### config.mk
export PLATFORM = sky130hd
export DESIGN_NAME = tlb_refill_walker
export DESIGN_NICKNAME = d
export VERILOG_FILES = /design/src/rtl/tlb_refill_walker_pkg.sv /design/src/rtl/tlb_random_ctr.sv /design/src/rtl/tlb_refill_walker.sv
export SDC_FILE = /design/constraint.sdc
export NUM_CORES = 1
export LEC_CHECK = 0
export BUFFER_PORTS_ARGS = -buffer_cell sky130_fd_sc_hd__buf_4
export CAP_MARGIN = 20
export CORE_MARGIN = 4
export CORE_UTILIZATION = 52
export DETAILED_ROUTE_END_ITERATION = 6
export PLACE_DENSITY = 0.81
export SYNTH_ARGS = -nofsm -noshare
export SYNTH_HDL_FRONTEND = slang
export SYNTH_SLANG_ARGS = --single-unit
### constraint.sdc
create_clock -name clk -period 2.7 [get_ports clk]
set_input_delay 0.405 -clock clk [delete_from_list [all_inputs] [get_ports clk]]
set_output_delay 0.405 -clock clk [all_outputs]
set_load 0.03 [all_outputs]
### src/rtl/tlb_refill_walker_pkg.sv
// Shared definitions for the TLB refill walker.
// State encoding, PTE field positions and TLB geometry.
package tlb_refill_walker_pkg;

    localparam int TLB_ENTRIES = 16;

    localparam int PTE_G      = 0;
    localparam int PTE_V      = 1;
    localparam int PTE_D      = 2;
    localparam int PTE_C_LO   = 3;
    localparam int PTE_C_HI   = 5;
    localparam int PTE_PFN_LO = 6;
    localparam int PTE_PFN_HI = 29;

    typedef enum logic [2:0] {
        ST_IDLE    = 3'd0,
        ST_RD_EVEN = 3'd1,
        ST_RD_ODD  = 3'd2,
        ST_WRITE   = 3'd3,
        ST_FAULT   = 3'd4
    } walk_state_e;

    function automatic logic pte_valid(input logic [31:0] pte);
        return pte[PTE_V];
    endfunction

endpackage

### src/rtl/tlb_random_ctr.sv
// Random register: free-running down counter over [wired, max].
// Shared with CP0, which reads it as the Random register.
module tlb_random_ctr
    import tlb_refill_walker_pkg::*;
#(
    parameter int IDX_W = $clog2(TLB_ENTRIES)
) (
    input  logic             clk,
    input  logic             rst,
    input  logic [IDX_W-1:0] wired,
    output logic [IDX_W-1:0] rnd
);

    localparam logic [IDX_W-1:0] RND_MAX = '1;

    logic [IDX_W-1:0] rnd_q;
    logic [IDX_W-1:0] rnd_d;

    // Reload at wired, or at zero when wired was raised above the count.
    always_comb begin
        rnd_d = rnd_q - 1'b1;
        if (rnd_q == wired || rnd_q == '0) begin
            rnd_d = RND_MAX;
        end
    end

    // Counter register; comes out of reset at the top entry.
    always_ff @(posedge clk or negedge rst) begin
        if (!rst) begin
            rnd_q <= RND_MAX;
        end else begin
            rnd_q <= rnd_d;
        end
    end

    assign rnd = rnd_q;

endmodule

### src/rtl/tlb_refill_walker.sv
// Hardware TLB refill: reads the even/odd PTE pair on a miss
// and writes it to a random slot, or reports a refill fault.
module tlb_refill_walker
    import tlb_refill_walker_pkg::*;
#(
    parameter int IDX_W = 4
) (
    input  logic             clk,
    input  logic             rst,
    input  logic             miss_req,
    input  logic [31:0]      miss_vaddr,
    input  logic [7:0]       asid,
    input  logic [31:0]      pte_base,
    input  logic [IDX_W-1:0] wired,
    input  logic             abort,
    output logic             mem_req,
    output logic [31:0]      mem_addr,
    input  logic             mem_ack,
    input  logic [31:0]      mem_rdata,
    output logic             tlb_we,
    output logic [31:0]      tlb_index,
    output logic [31:0]      tlb_entry_hi,
    output logic [31:0]      tlb_entry_lo0,
    output logic [31:0]      tlb_entry_lo1,
    output logic             refill_done,
    output logic             refill_fault,
    output logic             busy,
    output logic [IDX_W-1:0] random_out
);

    walk_state_e state_q, state_d;
    logic [18:0] vpn2_q, vpn2_d;
    logic [7:0]  asid_q, asid_d;
    logic [31:0] lo0_q, lo0_d;
    logic        mem_req_q, mem_req_d;
    logic [31:0] mem_addr_q, mem_addr_d;
    logic [31:0] hi_q, hi_d;
    logic [31:0] elo0_q, elo0_d;
    logic [31:0] elo1_q, elo1_d;
    logic [IDX_W-1:0] rnd;

    // The page offset below the even/odd pair is not needed.
    logic unused_vaddr_lo;
    assign unused_vaddr_lo = ^miss_vaddr[12:0];

    tlb_random_ctr #(.IDX_W(IDX_W)) u_random (
        .clk   (clk),
        .rst   (rst),
        .wired (wired),
        .rnd   (rnd)
    );

    // Walk sequencing; abort freezes captures and returns to idle.
    always_comb begin
        state_d    = state_q;
        vpn2_d     = vpn2_q;
        asid_d     = asid_q;
        lo0_d      = lo0_q;
        mem_req_d  = mem_req_q;
        mem_addr_d = mem_addr_q;
        hi_d       = hi_q;
        elo0_d     = elo0_q;
        elo1_d     = elo1_q;
        unique case (state_q)
            ST_IDLE: begin
                if (miss_req) begin
                    state_d    = ST_RD_EVEN;
                    vpn2_d     = miss_vaddr[31:13];
                    asid_d     = asid;
                    mem_req_d  = 1'b1;
                    mem_addr_d = pte_base
                               + {10'b0, miss_vaddr[31:13], 3'b000};
                end
            end
            ST_RD_EVEN: begin
                if (mem_ack) begin
                    state_d    = ST_RD_ODD;
                    lo0_d      = mem_rdata;
                    mem_addr_d = mem_addr_q + 32'd4;
                end
            end
            ST_RD_ODD: begin
                if (mem_ack) begin
                    mem_req_d = 1'b0;
                    if (pte_valid(lo0_q) || pte_valid(mem_rdata)) begin
                        state_d = ST_WRITE;
                        hi_d    = {vpn2_q, 5'b0, asid_q};
                        elo0_d  = lo0_q;
                        elo1_d  = mem_rdata;
                    end else begin
                        state_d = ST_FAULT;
                    end
                end
            end
            ST_WRITE: state_d = ST_IDLE;
            ST_FAULT: state_d = ST_IDLE;
            default:  state_d = ST_IDLE;
        endcase
        if (abort) begin
            state_d    = ST_IDLE;
            vpn2_d     = vpn2_q;
            asid_d     = asid_q;
            lo0_d      = lo0_q;
            mem_req_d  = 1'b0;
            mem_addr_d = mem_addr_q;
            hi_d       = hi_q;
            elo0_d     = elo0_q;
            elo1_d     = elo1_q;
        end
    end

    // State and datapath registers.
    always_ff @(posedge clk or negedge rst) begin
        if (!rst) begin
            state_q    <= ST_IDLE;
            vpn2_q     <= '0;
            asid_q     <= '0;
            lo0_q      <= '0;
            mem_req_q  <= 1'b0;
            mem_addr_q <= '0;
            hi_q       <= '0;
            elo0_q     <= '0;
            elo1_q     <= '0;
        end else begin
            state_q    <= state_d;
            vpn2_q     <= vpn2_d;
            asid_q     <= asid_d;
            lo0_q      <= lo0_d;
            mem_req_q  <= mem_req_d;
            mem_addr_q <= mem_addr_d;
            hi_q       <= hi_d;
            elo0_q     <= elo0_d;
            elo1_q     <= elo1_d;
        end
    end

    assign mem_req       = mem_req_q;
    assign mem_addr      = mem_addr_q;
    assign tlb_we        = (state_q == ST_WRITE) && !abort;
    assign refill_done   = (state_q == ST_WRITE) && !abort;
    assign refill_fault  = (state_q == ST_FAULT) && !abort;
    assign busy          = (state_q != ST_IDLE);
    assign tlb_index     = {{(32-IDX_W){1'b0}}, rnd};
    assign tlb_entry_hi  = hi_q;
    assign tlb_entry_lo0 = elo0_q;
    assign tlb_entry_lo1 = elo1_q;
    assign random_out    = rnd;

endmodule

==> flow_summary.json <==
{
  "status": "completed",
  "postCtsSetupBuffers": 0,
  "via_per_inst": 5.47,
  "grt_pass1_wl_mm": 39.2,
  "fin_crit_ns": 2.42,
  "synth_top_family_by_area": "simple AND/OR/NAND/NOR gates",
  "leakage_nw": 6.05,
  "drt_iter0_drc": 574,
  "path_clk_slew_ns": 0.08,
  "worstSetupPathType": "reg -> reg",
  "drc_errors": 0,
  "wire_per_inst_um": 17.3,
  "std_cell_rows": 48,
  "cp-start-kind": "register",
  "finalSetupViolations": 0,
  "synth_top_area_share_pct": 50.0,
  "finish.utilization_pct": 68.2,
  "grt.total_usage_pct": 24.3,
  "port_buffers": 235,
  "final_cell_area_sq_mm": 0.0119,
  "synth-seq-cells": 190,
  "antenna_cells": 0,
  "die_y_um": 142,
  "dpl.hpwl_mm": 17.7,
  "final_common_cell": "buf_4",
  "num_vias": 7636,
  "cts_tree": "done",
  "peakVddDrop_v": 0.000675,
  "syn_area_per_cell_sq_um": 9.99,
  "holdWs_ns": 0.0227,
  "clk_latency_ns": 0.44,
  "place_area_sq_mm": 0.0113,
  "worst_slew_pin_slew_ns": 0.766,
  "yosys.area_share.simple_pct": 16.6,
  "synth_edf_count": 0,
  "final_nets": 1293,
  "die-area_sq_mm": 0.0201,
  "gp_congestion": 0.929,
  "slew_viol_final": 0,
  "endpoint_kind": "register",
  "synthAdderAreaFrac_pct": 3.04,
  "die_x_um": 142,
  "hold_class": "in -> async",
  "cts-buffers-inserted": 17,
  "antenna_left": 0,
  "synth_cells": 932,
  "hold_violations": 0,
  "clock-root-buffer": "clkbuf_16",
  "cts_buffer_depth": 2,
  "async_flop_share_pct": 100,
  "core_region_area_sq_mm": 0.0174,
  "synth_xor_area_share_pct": 2.35,
  "syn2layout_area_growth_pct": 27.6,
  "final_cell_mix": "buf_4 (252), nand2_1 (231), dfrtp_1 (186)",
  "synthFlopType": "dfrtp_1",
  "finalCritPeriodShare_pct": 89.6,
  "skew_ns": 0.0125,
  "grt_max_degree": 85,
  "htreeDepth": 4,
  "netlist_area_sq_mm": 0.00931,
  "grt_overflow": 0,
  "clock-sinks": 190,
  "fmax_ghz": 0.413,
  "yosys.area.top_type": "dfrtp_1",
  "critPathRequiredTime_ns": 3.03,
  "ys_types": 61,
  "ys_seq_area_share_pct": 51.1,
  "synth_compound_area_share_pct": 10.0,
  "powerDensity_mw_per_mm2": 986,
  "ys_warn_count": 0,
  "hold_buffers": 0,
  "critPathMaxFanout": 6,
  "grt_pass1_vias": 7696,
  "rsz0062_at_grt": "false",
  "ys_top_cells_by_area": "dfrtp_1 (50%), mux2_1 (11%), nand2_1 (9.4%), buf_4 (3.1%), ha_1 (2.8%)",
  "relSlewSlack_pct": 48.5,
  "arrival_ns": 2.75,
  "wl_mm": 24.1,
  "antenna_found_initial": 0,
  "start_util_pct": 53.5,
  "cap_viol_max_count": 0,
  "drive_above_1_share_pct": 26.6,
  "io_pins": 282,
  "cts_resized": 0,
  "drtPass1Iterations": 5,
  "muxShareOfSynthArea_pct": 11.3
}
[state kept, by name (all words and copies together), names as in the netlist]
name / flops
asid_q: 8
lo0_q: 32
mem_addr: 32
mem_req: 1
state_q: 3
tlb_entry_hi: 27
tlb_entry_lo0: 32
tlb_entry_lo1: 32
u_random.rnd: 4
vpn2_q: 19
[per-layer routing]
layer	routed length, um	GRT usage, %	vias up	part of all wire (%)
met3	2010	5.12	33	8.3
met4	326	6.77	0	1.4
met5	0	0	-	0
li1	-	-	3608	-
met1	10200	32.6	3650	42
met2	11600	40.1	345	48
[power breakdown]
group / internal, mW / switching (mW)
clock: 1.26 / 1.20
combinational: 1.74 / 2.87
sequential: 3.88 / 0.765
total: 6.88 / 4.84
[final cells by class]
cell class | instances | area (sq um)
Clock buffer | 18 | 439
Timing Repair Buffer | 259 | 2030
Inverter | 9 | 33.8
Multi-Input combinational cell | 681 | 4190
Clock inverter | 14 | 151
Fill cell | 1327 | 5540
Sequential cell | 190 | 4760
Tap cell | 225 | 282
[kinds of logic after synthesis]
| logic type | count (synthesis) |
|---|---|
| other | 1 |
| XOR/XNOR | 25 |
| AO/OA/AOI/OAI | 144 |
| adder cells (fa/ha/maj) | 22 |
| AND/OR/NAND/NOR | 363 |
| flip-flops | 190 |
| multiplexers | 94 |
| buffers and inverters | 93 |
[cell usage after synthesis (4+ instances only)]
cell type and count:
nand3_1 29, nor3_1 22, o21bai_1 4, nor4_1 4
nand4_1 10, and3_1 7, a21oi_1 50, dfstp_2 4
a221oi_1 4, clkbuf_1 28, o21ai_1 4, ha_1 21
nor2_1 41, nand2_1 232, o211ai_1 5, dfrtp_1 186
a31oi_1 5, o221ai_1 5, o21ai_0 26, xor2_1 11
o21a_1 4, buf_4 38, buf_2 16, or3_1 4
a211oi_1 4, o22ai_1 6, mux2_1 89, inv_1 9
o31ai_1 4, a21o_1 6, xnor2_1 14
[stage by stage]
step / setup WS (ns) / setup TNS [ns] / std cells / power, mW
2_1_floorplan: 0.173 / 0 / 964 / 7.39
3_3_place_gp: -0.0446 / -0.0967 / 1364 / 9.12
3_5_place_dp: -0.0868 / -0.283 / 1364 / 9.30
4_1_cts: 0.310 / 0 / 1396 / 11.8
5_1_grt: 0.0200 / 0 / 1396 / 12.4
6_report: 0.280 / 0 / 1396 / 11.7
[path summary, 6_finish.rpt]
| check | start | to | slack [ns] | depth (start not counted) |
|---|---|---|---|---|
| worst min register to register | lo0_q[21] | lo0_q[21] | 0.47 | 2 |
| worst min-delay path | rst | lo0_q[13] | 0.02 | 1 |
| max in group asynchronous | rst | tlb_entry_lo1[19] | 1.97 | 2 |
| worst max-delay path | mem_addr[2] | mem_addr[18] | 0.28 | 8 |
| worst max register to register | mem_addr[2] | mem_addr[18] | 0.28 | 8 |
| min in group clk | asid[7] | asid_q[7] | 0.16 | 3 |
[critical path: stages (launching register included)]
cell and delay, ns:
dfrtp_1 0.44, ha_1 0.23, nand3_1 0.23, or3_1 0.53, nor2_1 0.31, nand3_1 0.16, a21oi_1 0.16, nor2_1 0.05
a221oi_1 0.20
Power figures use the tool's default switching activity.
